[src/rtl/denorm_64bits_pipe_pkg.sv]
// Shared constants and stage payload for the 64-bit normalize/denormalize paths.
// The payload struct travels through every shifter stage unchanged in shape.
package denorm_64bits_pipe_pkg;

    localparam int WIDTH = 64;
    localparam int SHW   = 6;

    typedef struct packed {
        logic [WIDTH-1:0] data;
        logic             sticky;
        logic             v;
        logic [SHW-1:0]   p_rem;
    } stage_payload_t;

    // A zero-flagged value enters as all-zero so no stage can produce stray sticky bits.
    function automatic stage_payload_t entry_payload(
        input logic [WIDTH-1:0] data,
        input logic [SHW-1:0]   p,
        input logic             v
    );
        stage_payload_t pl;
        pl.data   = v ? data : '0;
        pl.sticky = 1'b0;
        pl.v      = v;
        pl.p_rem  = v ? p : '0;
        return pl;
    endfunction

endpackage

[src/rtl/denorm_shift_stage.sv]
// One pipeline stage of the right shifter: consumes two bits of the remaining
// shift code (HI_BIT and HI_BIT-1), collects dropped bits into sticky, and registers.
module denorm_shift_stage
    import denorm_64bits_pipe_pkg::*;
#(
    parameter int HI_BIT = 5
) (
    input  logic           clk,
    input  logic           rst_n,
    input  logic           valid_i,
    output logic           ready_o,
    input  stage_payload_t payload_i,
    output logic           valid_o,
    input  logic           ready_i,
    output stage_payload_t payload_o
);

    localparam int LO_BIT = HI_BIT - 1;
    localparam int SH_HI  = 1 << HI_BIT;
    localparam int SH_LO  = 1 << LO_BIT;
    localparam logic [WIDTH-1:0] MASK_HI = {WIDTH{1'b1}} >> (WIDTH - SH_HI);
    localparam logic [WIDTH-1:0] MASK_LO = {WIDTH{1'b1}} >> (WIDTH - SH_LO);

    logic           valid_q;
    stage_payload_t payload_q;
    stage_payload_t payload_d;
    logic [WIDTH-1:0] lvl1_data;
    logic             lvl1_sticky;
    logic [WIDTH-1:0] lvl2_data;
    logic             lvl2_sticky;
    logic [SHW-1:0]   p_rem_d;

    always_comb begin
        lvl1_data   = payload_i.data;
        lvl1_sticky = payload_i.sticky;
        if (payload_i.p_rem[HI_BIT]) begin
            lvl1_data   = payload_i.data >> SH_HI;
            lvl1_sticky = payload_i.sticky | (|(payload_i.data & MASK_HI));
        end

        lvl2_data   = lvl1_data;
        lvl2_sticky = lvl1_sticky;
        if (payload_i.p_rem[LO_BIT]) begin
            lvl2_data   = lvl1_data >> SH_LO;
            lvl2_sticky = lvl1_sticky | (|(lvl1_data & MASK_LO));
        end

        p_rem_d         = payload_i.p_rem;
        p_rem_d[HI_BIT] = 1'b0;
        p_rem_d[LO_BIT] = 1'b0;

        payload_d        = payload_i;
        payload_d.data   = lvl2_data;
        payload_d.sticky = lvl2_sticky;
        payload_d.p_rem  = p_rem_d;
    end

    // Handshake: a beat moves on valid & ready. This stage is ready when it is
    // empty or its own beat leaves this cycle; valid never depends on ready.
    assign ready_o = ~valid_q | ready_i;

    always_ff @(posedge clk or negedge rst_n) begin
        if (!rst_n) begin
            valid_q   <= 1'b0;
            payload_q <= '0;
        end else begin
            if (ready_o) begin
                valid_q <= valid_i;
            end
            if (valid_i && ready_o) begin
                payload_q <= payload_d;
            end
        end
    end

    assign valid_o   = valid_q;
    assign payload_o = payload_q;

endmodule

[src/rtl/denorm_64bits_pipe.sv]
// Three-stage pipelined 64-bit denormalizer: out_data = in_data >> in_p with
// sticky collection of all bits shifted out, under valid/ready flow control.
module denorm_64bits_pipe #(
    parameter int WIDTH = 64,
    parameter int SHW   = 6
) (
    input  logic             clk,
    input  logic             rst_n,
    input  logic             in_valid,
    output logic             in_ready,
    input  logic [WIDTH-1:0] in_data,
    input  logic [SHW-1:0]   in_p,
    input  logic             in_v,
    output logic             out_valid,
    input  logic             out_ready,
    output logic [WIDTH-1:0] out_data,
    output logic             out_sticky,
    output logic             out_v
);

    import denorm_64bits_pipe_pkg::*;

    stage_payload_t s_in_payload;
    stage_payload_t s0_payload;
    stage_payload_t s1_payload;
    stage_payload_t s2_payload;
    logic           s0_valid;
    logic           s1_valid;
    logic           s1_ready;
    logic           s2_ready;
    logic           s2_p_rem_unused;

    assign s_in_payload = entry_payload(in_data, in_p, in_v);

    denorm_shift_stage #(.HI_BIT(5)) u_stage0 (
        .clk       (clk),
        .rst_n     (rst_n),
        .valid_i   (in_valid),
        .ready_o   (in_ready),
        .payload_i (s_in_payload),
        .valid_o   (s0_valid),
        .ready_i   (s1_ready),
        .payload_o (s0_payload)
    );

    denorm_shift_stage #(.HI_BIT(3)) u_stage1 (
        .clk       (clk),
        .rst_n     (rst_n),
        .valid_i   (s0_valid),
        .ready_o   (s1_ready),
        .payload_i (s0_payload),
        .valid_o   (s1_valid),
        .ready_i   (s2_ready),
        .payload_o (s1_payload)
    );

    denorm_shift_stage #(.HI_BIT(1)) u_stage2 (
        .clk       (clk),
        .rst_n     (rst_n),
        .valid_i   (s1_valid),
        .ready_o   (s2_ready),
        .payload_i (s1_payload),
        .valid_o   (out_valid),
        .ready_i   (out_ready),
        .payload_o (s2_payload)
    );

    // The shift code is fully consumed by the last stage.
    assign s2_p_rem_unused = |s2_payload.p_rem;

    assign out_data   = s2_payload.data;
    assign out_sticky = s2_payload.sticky;
    assign out_v      = s2_payload.v;

endmodule

[config.mk]
export PLATFORM = sky130hd
export DESIGN_NAME = denorm_64bits_pipe
export DESIGN_NICKNAME = d
export VERILOG_FILES = /design/src/rtl/denorm_64bits_pipe_pkg.sv /design/src/rtl/denorm_shift_stage.sv /design/src/rtl/denorm_64bits_pipe.sv
export SDC_FILE = /design/constraint.sdc
export NUM_CORES = 1
export LEC_CHECK = 0
export ABC_AREA = 1
export CAP_MARGIN = 20
export CORE_MARGIN = 4
export CORE_UTILIZATION = 57
export CTS_CLUSTER_SIZE = 16
export DETAILED_ROUTE_END_ITERATION = 7
export PLACE_DENSITY_LB_ADDON = 0.3
export SYNTH_ARGS = -nofsm -noshare
export SYNTH_HDL_FRONTEND = slang
export SYNTH_SLANG_ARGS = --single-unit
export TNS_END_PERCENT = 20
[constraint.sdc]
create_clock -name clk -period 1.9 [get_ports clk]
set_input_delay 0.19 -clock clk [delete_from_list [all_inputs] [get_ports clk]]
set_output_delay 0.19 -clock clk [all_outputs]
set_load 0.01 [all_outputs]
### After elaboration in Yosys (flattened, before gate mapping)

Index checks and enable logic that the tools add are counted.

| storage, ports and cells | value |
|---|---|
| bits of input ports | 75 |
| bits in writable memories | 0 |
| bits in latches | 0 |
| flip-flop bits (word level) | 207 |
| output and inout bits | 68 |
| memories kept | 0 |
| ROM bits | 0 |
| word-level logic and storage cells | 47 |

| cells by class | value |
|---|---|
| magnitude comparators | 0 |
| multipliers | 0 |
| multiplexer cells | 14 |
| divide/modulo/power cells | 0 |
| bitwise operators | 11 |
| shift-type cells | 0 |
| reduce and logical (&&, ||, !) cells | 8 |
| add/sub/neg operators | 0 |
| equality and inequality tests | 0 |

Operators by type and width:

| kind | count |
|---|---|
| two-way mux 64 bit | 7 |
| OR reduction 32 bit | 1 |
| OR reduction 16 bit | 1 |
| bitwise OR 1 bit | 8 |
| OR reduction 8 bit | 1 |
| two-way mux 1 bit | 6 |
| two-way mux 6 bit | 1 |
| OR reduction 4 bit | 1 |
| logical AND 1 bit | 3 |
| inverter 1 bit | 3 |
| OR reduction 2 bit | 1 |

### Longest topological paths before layout

Gate-level depths: netlist (run 1).

| depth | value |
|---|---|
| word-level depth | 5 |
| gate-level depth with buffers | 13 |
| mapped depth without buffers | 10 |

### By module

Synthesis (run 1) repeated with hierarchy kept, for this count alone.

| unflattened totals | value |
|---|---|
| cells, all modules | 1,771 |
| area, all modules | 12,498.2 um2 |

Modules (own cells, without submodules):

| module | cells an instance | area each (um2) | instances |
|---|---|---|---|
| denorm_shift_stage (u_stage2) | 591 | 4,132.7 | 1 |
| denorm_shift_stage (u_stage1) | 574 | 3,911.3 | 1 |
| denorm_shift_stage (u_stage0) | 457 | 3,838.7 | 1 |
| denorm_64bits_pipe | 149 | 615.6 | 1 |

### Worst setup path after synthesis (run 1)

OpenSTA, ideal clock, no wires.

| timing path | value |
|---|---|
| path type | register to register |
| start point | register u_stage2.valid_q (netlist: u_stage2.valid_o) |
| end point | register u_stage0.payload_q (netlist bit u_stage0.payload_o[50]) |
| setup slack | 0.492 ns |
| stages on the path, launching flop included | 10 |
| buffers on the path | 2 |
| arrival | 1.277 ns |
| library setup time | 0.130 ns |
| cell sequence | dfrtp_1 > nand2_2 > nor2_4 > nand2_2 > nand2_4 > inv_2 > buf_6 > buf_6 > o211ai_1 > o21ai_1 |

| between the ends | value |
|---|---|
| word-level cells in the longest chain between the ends | 5 |

Ends and longest elaborated chain:

| item | RTL line | text |
|---|---|---|
| start: declaration | denorm_shift_stage.sv:24 | `logic valid_q;` |
| start signal: assignment | denorm_shift_stage.sv:68 | `valid_q <= valid_i;` |
| inverter 1 bit | denorm_shift_stage.sv:60 | `assign ready_o = ~valid_q \| ready_i;` |
| bitwise OR 1 bit (3 in a row) | denorm_shift_stage.sv:60 |  |
| named net in_ready | denorm_64bits_pipe.sv:10 | `output logic in_ready,` |
| logical AND 1 bit | denorm_shift_stage.sv:70 | `if (valid_i && ready_o) begin` |
| end signal: assignment | denorm_shift_stage.sv:71 | `payload_q <= payload_d;` |
| end: declaration | denorm_shift_stage.sv:25 | `stage_payload_t payload_q;` |

The timed path passes the listed nets, and every way through them passes these cells.
A chain may end at the register's enable or synchronous reset.

### Worst setup path in the final report (run 1)

| timing path | value |
|---|---|
| start point | register u_stage1.valid_q (netlist: u_stage1.valid_o) |
| end point | output port in_ready |

| between the ends | value |
|---|---|
| word-level cells in the longest chain between the ends | 3 |

Ends and longest elaborated chain:

| item | RTL line |
|---|---|
| start: declaration | denorm_shift_stage.sv:24 |
| start signal: assignment | denorm_shift_stage.sv:68 |
| inverter 1 bit | denorm_shift_stage.sv:60 |
| bitwise OR 1 bit (2 in a row) | denorm_shift_stage.sv:60 |
| end: declaration | denorm_64bits_pipe.sv:10 |

No other way between the ends.

==> flow_metrics.py, run 1 <==
metrics = {
    "synth": {
        "yosys-top-cells-area": "dfrtp_1, o21ai_0, o22a_1",
        "syn_area_sq_um": 11600,
        "seq_area_frac_synth": 0.448,
        "yosys_warnings": 0,
        "syn_nets": 1490,
        "ys_seq_elements": 207,
        "synth_area_per_cell_sq_um": 8.17,
        "yosys.area.top_type": "dfrtp_1",
        "yosysUniqueCellTypes": 25,
        "synthCells": 1415,
        "synth_top_area_share": 0.448,
    },
    "clocking": {
        "root_buffer": "clkbuf_16",
        "worstSkewPairLatency_ps": 520,
        "cts_sinks": 207,
        "cts_buffers": 22,
        "h-tree-depth": 1,
        "cts.clk_slew.worst_paths_ps": 60,
        "cts_tree": "done",
        "clock_path_buffers": 3,
    },
    "timing": {
        "maxSlewViolCount": 0,
        "period_minus_slack_ps": 1770,
        "finalCritPeriodShare": 0.929,
        "setup_viol": 0,
        "finalSetupTns_ps": 0,
        "grt_setup_unrepaired": "no",
        "max_slew_margin": 0.582,
        "tightest_slew_ps": 626,
        "fin_skew_ps": 22.7,
        "max_freq_mhz": 566,
        "hold_viol": 0,
    },
    "global_route": {
        "grt_pass1_wl_um": 54100,
        "gr-max-usage-layer": "met2",
        "grt_overflow": 0,
        "grt_antenna_before_repair": 0,
        "gr-usage-met1": 0.433,
        "grt_use_total": 0.296,
        "gr-usage-met2": 0.456,
        "grt_pass1_vias": 10300,
        "grt_start_max_net_pins": 67,
        "gr-usage-met3": 0.0515,
    },
    "final_layout": {
        "layout-drive-gt1-share": 0.0727,
        "num_antenna_cells": 0,
        "layout_common_cells": "nand2_1, o21ai_0, dfrtp_1, nor2_1, clkdlybuf4s50_1",
        "final_common_cell": "nand2_1",
        "areaGrowthSynthToFinish_pct": 20.9,
        "layout.nets": 1587,
    },
    "critical_path": {
        "cp.arrival_ps": 1580,
        "startpoint": "u_stage1.valid_o$_DFFE_PN0P_",
        "rr_startpoint": "u_stage1.payload_o[1]$_DFFE_PN0P_",
        "crit_type": "reg -> out",
        "cp-start-kind": "flip-flop",
        "cp.required_ps": 1710,
        "cp-end-kind": "output port",
        "critPathMaxFanout": 3,
    },
    "power_and_ir_drop": {
        "p_leak_uw": 0.00595,
        "peakVddDrop_mv": 0.598,
        "power.density_nw_per_um2": 1330,
        "power.total_uw": 18600,
    },
    "detailed_routing": {
        "postRouteWirelength_um": 33200,
        "vias": 10800,
        "drt_iter0_markers": 1236,
        "drcViolationCount": 0,
        "firstDrtPassIters": 6,
        "via_per_inst": 6.01,
        "wire_per_inst_um": 18.5,
        "ant_nets": 0,
    },
    "placed_design": {
        "dp_hpwl_um": 24300,
        "io_buffers": 142,
        "routabilityCongestion": 1.00,
    },
    "die": {
        "coreArea_sq_um": 19700,
        "die_area_sq_um": 22600,
        "num_io_pins": 143,
        "rows": 51,
        "die_h_um": 150,
        "die_width_um": 150,
        "start_util": 0.586,
    },
    "flow_run": {
        "drv_cap": 0,
    },
    "outcome": {
        "status": "finished, final reports clean",
    },
    "hold_path": {
        "hold_class": "in -> async",
    },
}
[state kept, by name, summed over array words and instances (netlist names)]
register / count
u_stage0.valid_o: 1
u_stage1.payload_o: 68
u_stage0.payload_o: 70
u_stage2.payload_o: 66
u_stage2.valid_o: 1
u_stage1.valid_o: 1
[timing repair]
item,CTS,global route
endpoints found under the setup margin,1,0
buffers inserted,0,0
hold buffers,1,0
hold endpoints to repair,52,0
gates resized for setup,1,0
[logic make-up (layout without fill, tap and decap cells)]
group,count (synthesis),count (layout),share of synthesized area
DFF,207,207,0.448
AOI/OAI and AO/OA,431,431,0.237
buffers and inverters,183,294,0.0742
muxes,73,73,0.0632
and+or+nand+nor,521,521,0.178
[Yosys cell counts]
master and instances:
a21oi_1 11, a31oi_1 26, buf_1 3, buf_2 43, buf_4 13, buf_6 9, clkbuf_1 52, dfrtp_1 207
inv_1 56, inv_2 7, mux2i_1 73, nand2_1 262, nand2_2 5, nand2_4 1, nand3_1 31, nand4_1 4
nor2_1 200, nor2_4 1, nor3_1 17, o211ai_1 7, o211ai_2 9, o21ai_0 209, o21ai_1 47, o22a_1 118
o41ai_1 4
[layout make-up]
| type | instances | area [sq um] |
|---|---|---|
| Multi-Input combinational cell | 1025 | 5520 |
| Tap cell | 265 | 332 |
| Clock inverter | 6 | 41.3 |
| Clock buffer | 32 | 638 |
| Fill cell | 1532 | 5740 |
| Sequential cell | 207 | 5180 |
| Timing Repair Buffer | 193 | 2020 |
| Inverter | 63 | 236 |
[final timing paths]
kind	slack (ps)	cells after the start	to
min reg2reg	480	2	u_stage2.payload_o[6]$_DFFE_PN0P_
min in group clk	260	4	u_stage0.payload_o[6]$_DFFE_PN0P_
max reg2reg	200	4	u_stage2.payload_o[22]$_DFFE_PN0P_
min	220	2	u_stage2.payload_o[55]$_DFFE_PN0P_
max	130	4	in_ready
max in group asynchronous	990	3	u_stage2.payload_o[18]$_DFFE_PN0P_
[metrics by stage]
step,hold WS (ps),worst slack (ps),area [sq um],cells,util
2_1_floorplan,-106,492,11600,1415,-
3_3_place_gp,211,81.8,13300,1752,0.674
3_5_place_dp,213,55.0,13300,1752,0.674
4_1_cts,239,147,14000,1791,0.709
5_1_grt,270,81.2,14000,1791,0.709
6_report,223,134,14000,1791,0.709
[metal layers]
layer	vias to the layer above	share of wire
li1	5052	-
met1	5083	0.44
met2	560	0.45
met3	71	0.090
met4	0	0.028
met5	-	0
[report_power, final]
group	internal [uW]	total [uW]	switching, uW
Clock	2330	4060	1740
Combinational	3620	7330	3720
Sequential	5930	7190	1250
Total	11900	18600	6710
[worst max-delay path, cell delays in order (launching register included)]
cell	delay [ps]
dfrtp_1	390
inv_2	70
nor2_4	160
nand2_2	110
dlygate4sd2_1	340
Note: power is estimated with default switching activity, not from simulation.
==> run 2: changes to the inputs <==
CTS_CLUSTER_SIZE = not set   (was 16)
SKIP_LAST_GASP = 1   (was not set)
==> run 2 against run 1 <==
Net effect:
- sequential cell count did not move
- hold slack improved by 10 ps
- die area did not move
- utilization rose by 0.076 points
- sequential share of layout area barely moved
- combinational power barely moved
- worst setup slack improved by 25 ps
- design area rose by 0.11%
- routed wire length fell by 0.12%
- register-to-register slack barely moved
- critical path depth did not move
- via count barely moved
==> flow_metrics.py, run 2 (synthesis gave the netlist of run 1 again) <==
metrics = {
    "outcome": {
        "status": "finished, final reports clean",
    },
    "clocking": {
        "cts_buffers": 22,
        "cts.clk_slew.worst_paths_ps": 60,
        "cts_tree": "done",
        "cts_sinks": 207,
        "h-tree-depth": 1,
        "root_buffer": "clkbuf_16",
        "worstSkewPairLatency_ps": 510,
        "clock_path_buffers": 3,
    },
    "critical_path": {
        "cp-start-kind": "flip-flop",
        "slowest_stage": "dfrtp_1",
        "reg2reg_to": "u_stage2.payload_o[22]$_DFFE_PN0P_",
        "ff2ff_setup_slack_ps": 210,
        "cp.required_ps": 1710,
        "rr_worst_depth": 4,
        "slowest_delay_ps": 390,
        "crit_type": "reg -> out",
        "cp-end-kind": "output port",
        "rr_startpoint": "u_stage1.payload_o[1]$_DFFE_PN0P_",
        "crit_chain": "inv_2, nor2_4, nand2_2, dlygate4sd2_1",
        "path_buf_inv": 2,
        "critPathMaxFanout": 3,
        "cp_top_family": "buffers and inverters",
        "cp.arrival_ps": 1550,
    },
    "timing": {
        "hold_viol": 0,
        "grt_setup_unrepaired": "no",
        "fin_skew_ps": 13.9,
        "period_minus_slack_ps": 1740,
        "setup_viol": 0,
        "finalSetupTns_ps": 0,
        "finalCritPeriodShare": 0.916,
        "max_freq_mhz": 574,
        "maxSlewViolCount": 0,
        "tightest_slew_ps": 615,
        "max_slew_margin": 0.589,
    },
    "final_layout": {
        "layout_common_cells": "nand2_1, o21ai_0, dfrtp_1, nor2_1, clkdlybuf4s50_1",
        "nFillCells": 1531,
        "largest_reg_flops": 70,
        "multi_input_area_sq_um": 5520,
        "num_antenna_cells": 0,
        "final_common_cell": "nand2_1",
        "regArea_sq_um": 5180,
        "layout-drive-gt1-share": 0.0734,
        "utilization": 0.709,
        "areaGrowthSynthToFinish_pct": 21.1,
        "layout.nets": 1587,
    },
    "global_route": {
        "grt_pass1_vias": 10200,
        "grt_pass1_wl_um": 54000,
        "grt_start_max_net_pins": 67,
        "gr-usage-met2": 0.453,
        "grt_overflow": 0,
        "gr-max-usage-layer": "met2",
        "grt_use_total": 0.296,
        "grt_antenna_before_repair": 0,
        "gr-usage-met3": 0.0500,
        "gr-usage-met1": 0.436,
    },
    "power_and_ir_drop": {
        "p_leak_uw": 0.00596,
        "power.density_nw_per_um2": 1330,
        "peakVddDrop_mv": 0.595,
        "power.total_uw": 18600,
    },
    "die": {
        "rows": 51,
        "die_h_um": 150,
        "die_area_sq_um": 22600,
        "start_util": 0.586,
        "die_width_um": 150,
        "num_io_pins": 143,
        "coreArea_sq_um": 19700,
    },
    "detailed_routing": {
        "wire_per_inst_um": 18.5,
        "ant_nets": 0,
        "drt_iter0_markers": 1291,
        "via_per_inst": 6.02,
        "postRouteWirelength_um": 33200,
        "firstDrtPassIters": 6,
        "vias": 10800,
        "drcViolationCount": 0,
    },
    "placed_design": {
        "routabilityCongestion": 1.00,
        "io_buffers": 142,
        "dp_hpwl_um": 24300,
    },
    "hold_path": {
        "hold_class": "in -> async",
    },
    "flow_run": {
        "drv_cap": 0,
    },
}
[run 2: what timing repair did]
item                       in CTS  in global routing
resized for setup               1                  0
hold buffers                    1                  0
setup buffers                   0                  0
hold endpoints to repair       52                  0
setup endpoints to repair       1                  0
[run 2: worst register-to-register path: stages, from the launching register on]
cell,delay (ps)
dfrtp_4,680
buf_12,230
mux2i_1,310
o21ai_0,160
o22a_1,210
[run 2: cell type report]
cell class | instances | share of cell area
Multi-Input combinational cell | 1025 | 0.394
Tap cell | 265 | 0.0237
Clock buffer | 32 | 0.0479
Timing Repair Buffer | 193 | 0.145
Inverter | 63 | 0.0169
Sequential cell | 207 | 0.371
Clock inverter | 5 | 0.00179
[run 2: power by group]
| part | internal [uW] | switching, uW |
|---|---|---|
| Clock | 2420 | 1710 |
| Sequential | 5930 | 1250 |
| Combinational | 3620 | 3710 |
[run 2: how the worst max path moves through the flow]
| stage | to | slack (ps) | cells after the start | startpoint |
|---|---|---|---|---|
| finish | in_ready | 160 | 4 | u_stage1.valid_o$_DFFE_PN0P_ |
| global route | in_ready | 90 | 4 | u_stage2.valid_o$_DFFE_PN0P_ |
| CTS | in_ready | 150 | 4 | u_stage1.valid_o$_DFFE_PN0P_ |
| detailed placement | u_stage0.payload_o[7]$_DFFE_PN0P_ | 60 | 11 | out_ready |
| global placement | u_stage0.payload_o[7]$_DFFE_PN0P_ | 80 | 11 | out_ready |
| floorplan | u_stage0.payload_o[50]$_DFFE_PN0P_ | 490 | 9 | u_stage2.valid_o$_DFFE_PN0P_ |
[run 2: layer usage]
layer  up-vias  routed length [um]
li1       5055                   -
met1      5110               14600
met3        63                2910
met5         -                   0
met4         0                 900
met2       545               14800
[run 2: metrics by stage]
step	setup slack (ps)	instance area, sq um	hold WS, ps	std cells
after floorplan	492	11600	-106	1415
after global placement	81.8	13300	211	1752
after detailed placement	55.0	13300	213	1752
after CTS	154	14000	249	1790
after global routing	90.7	14000	280	1790
final	159	14000	234	1790
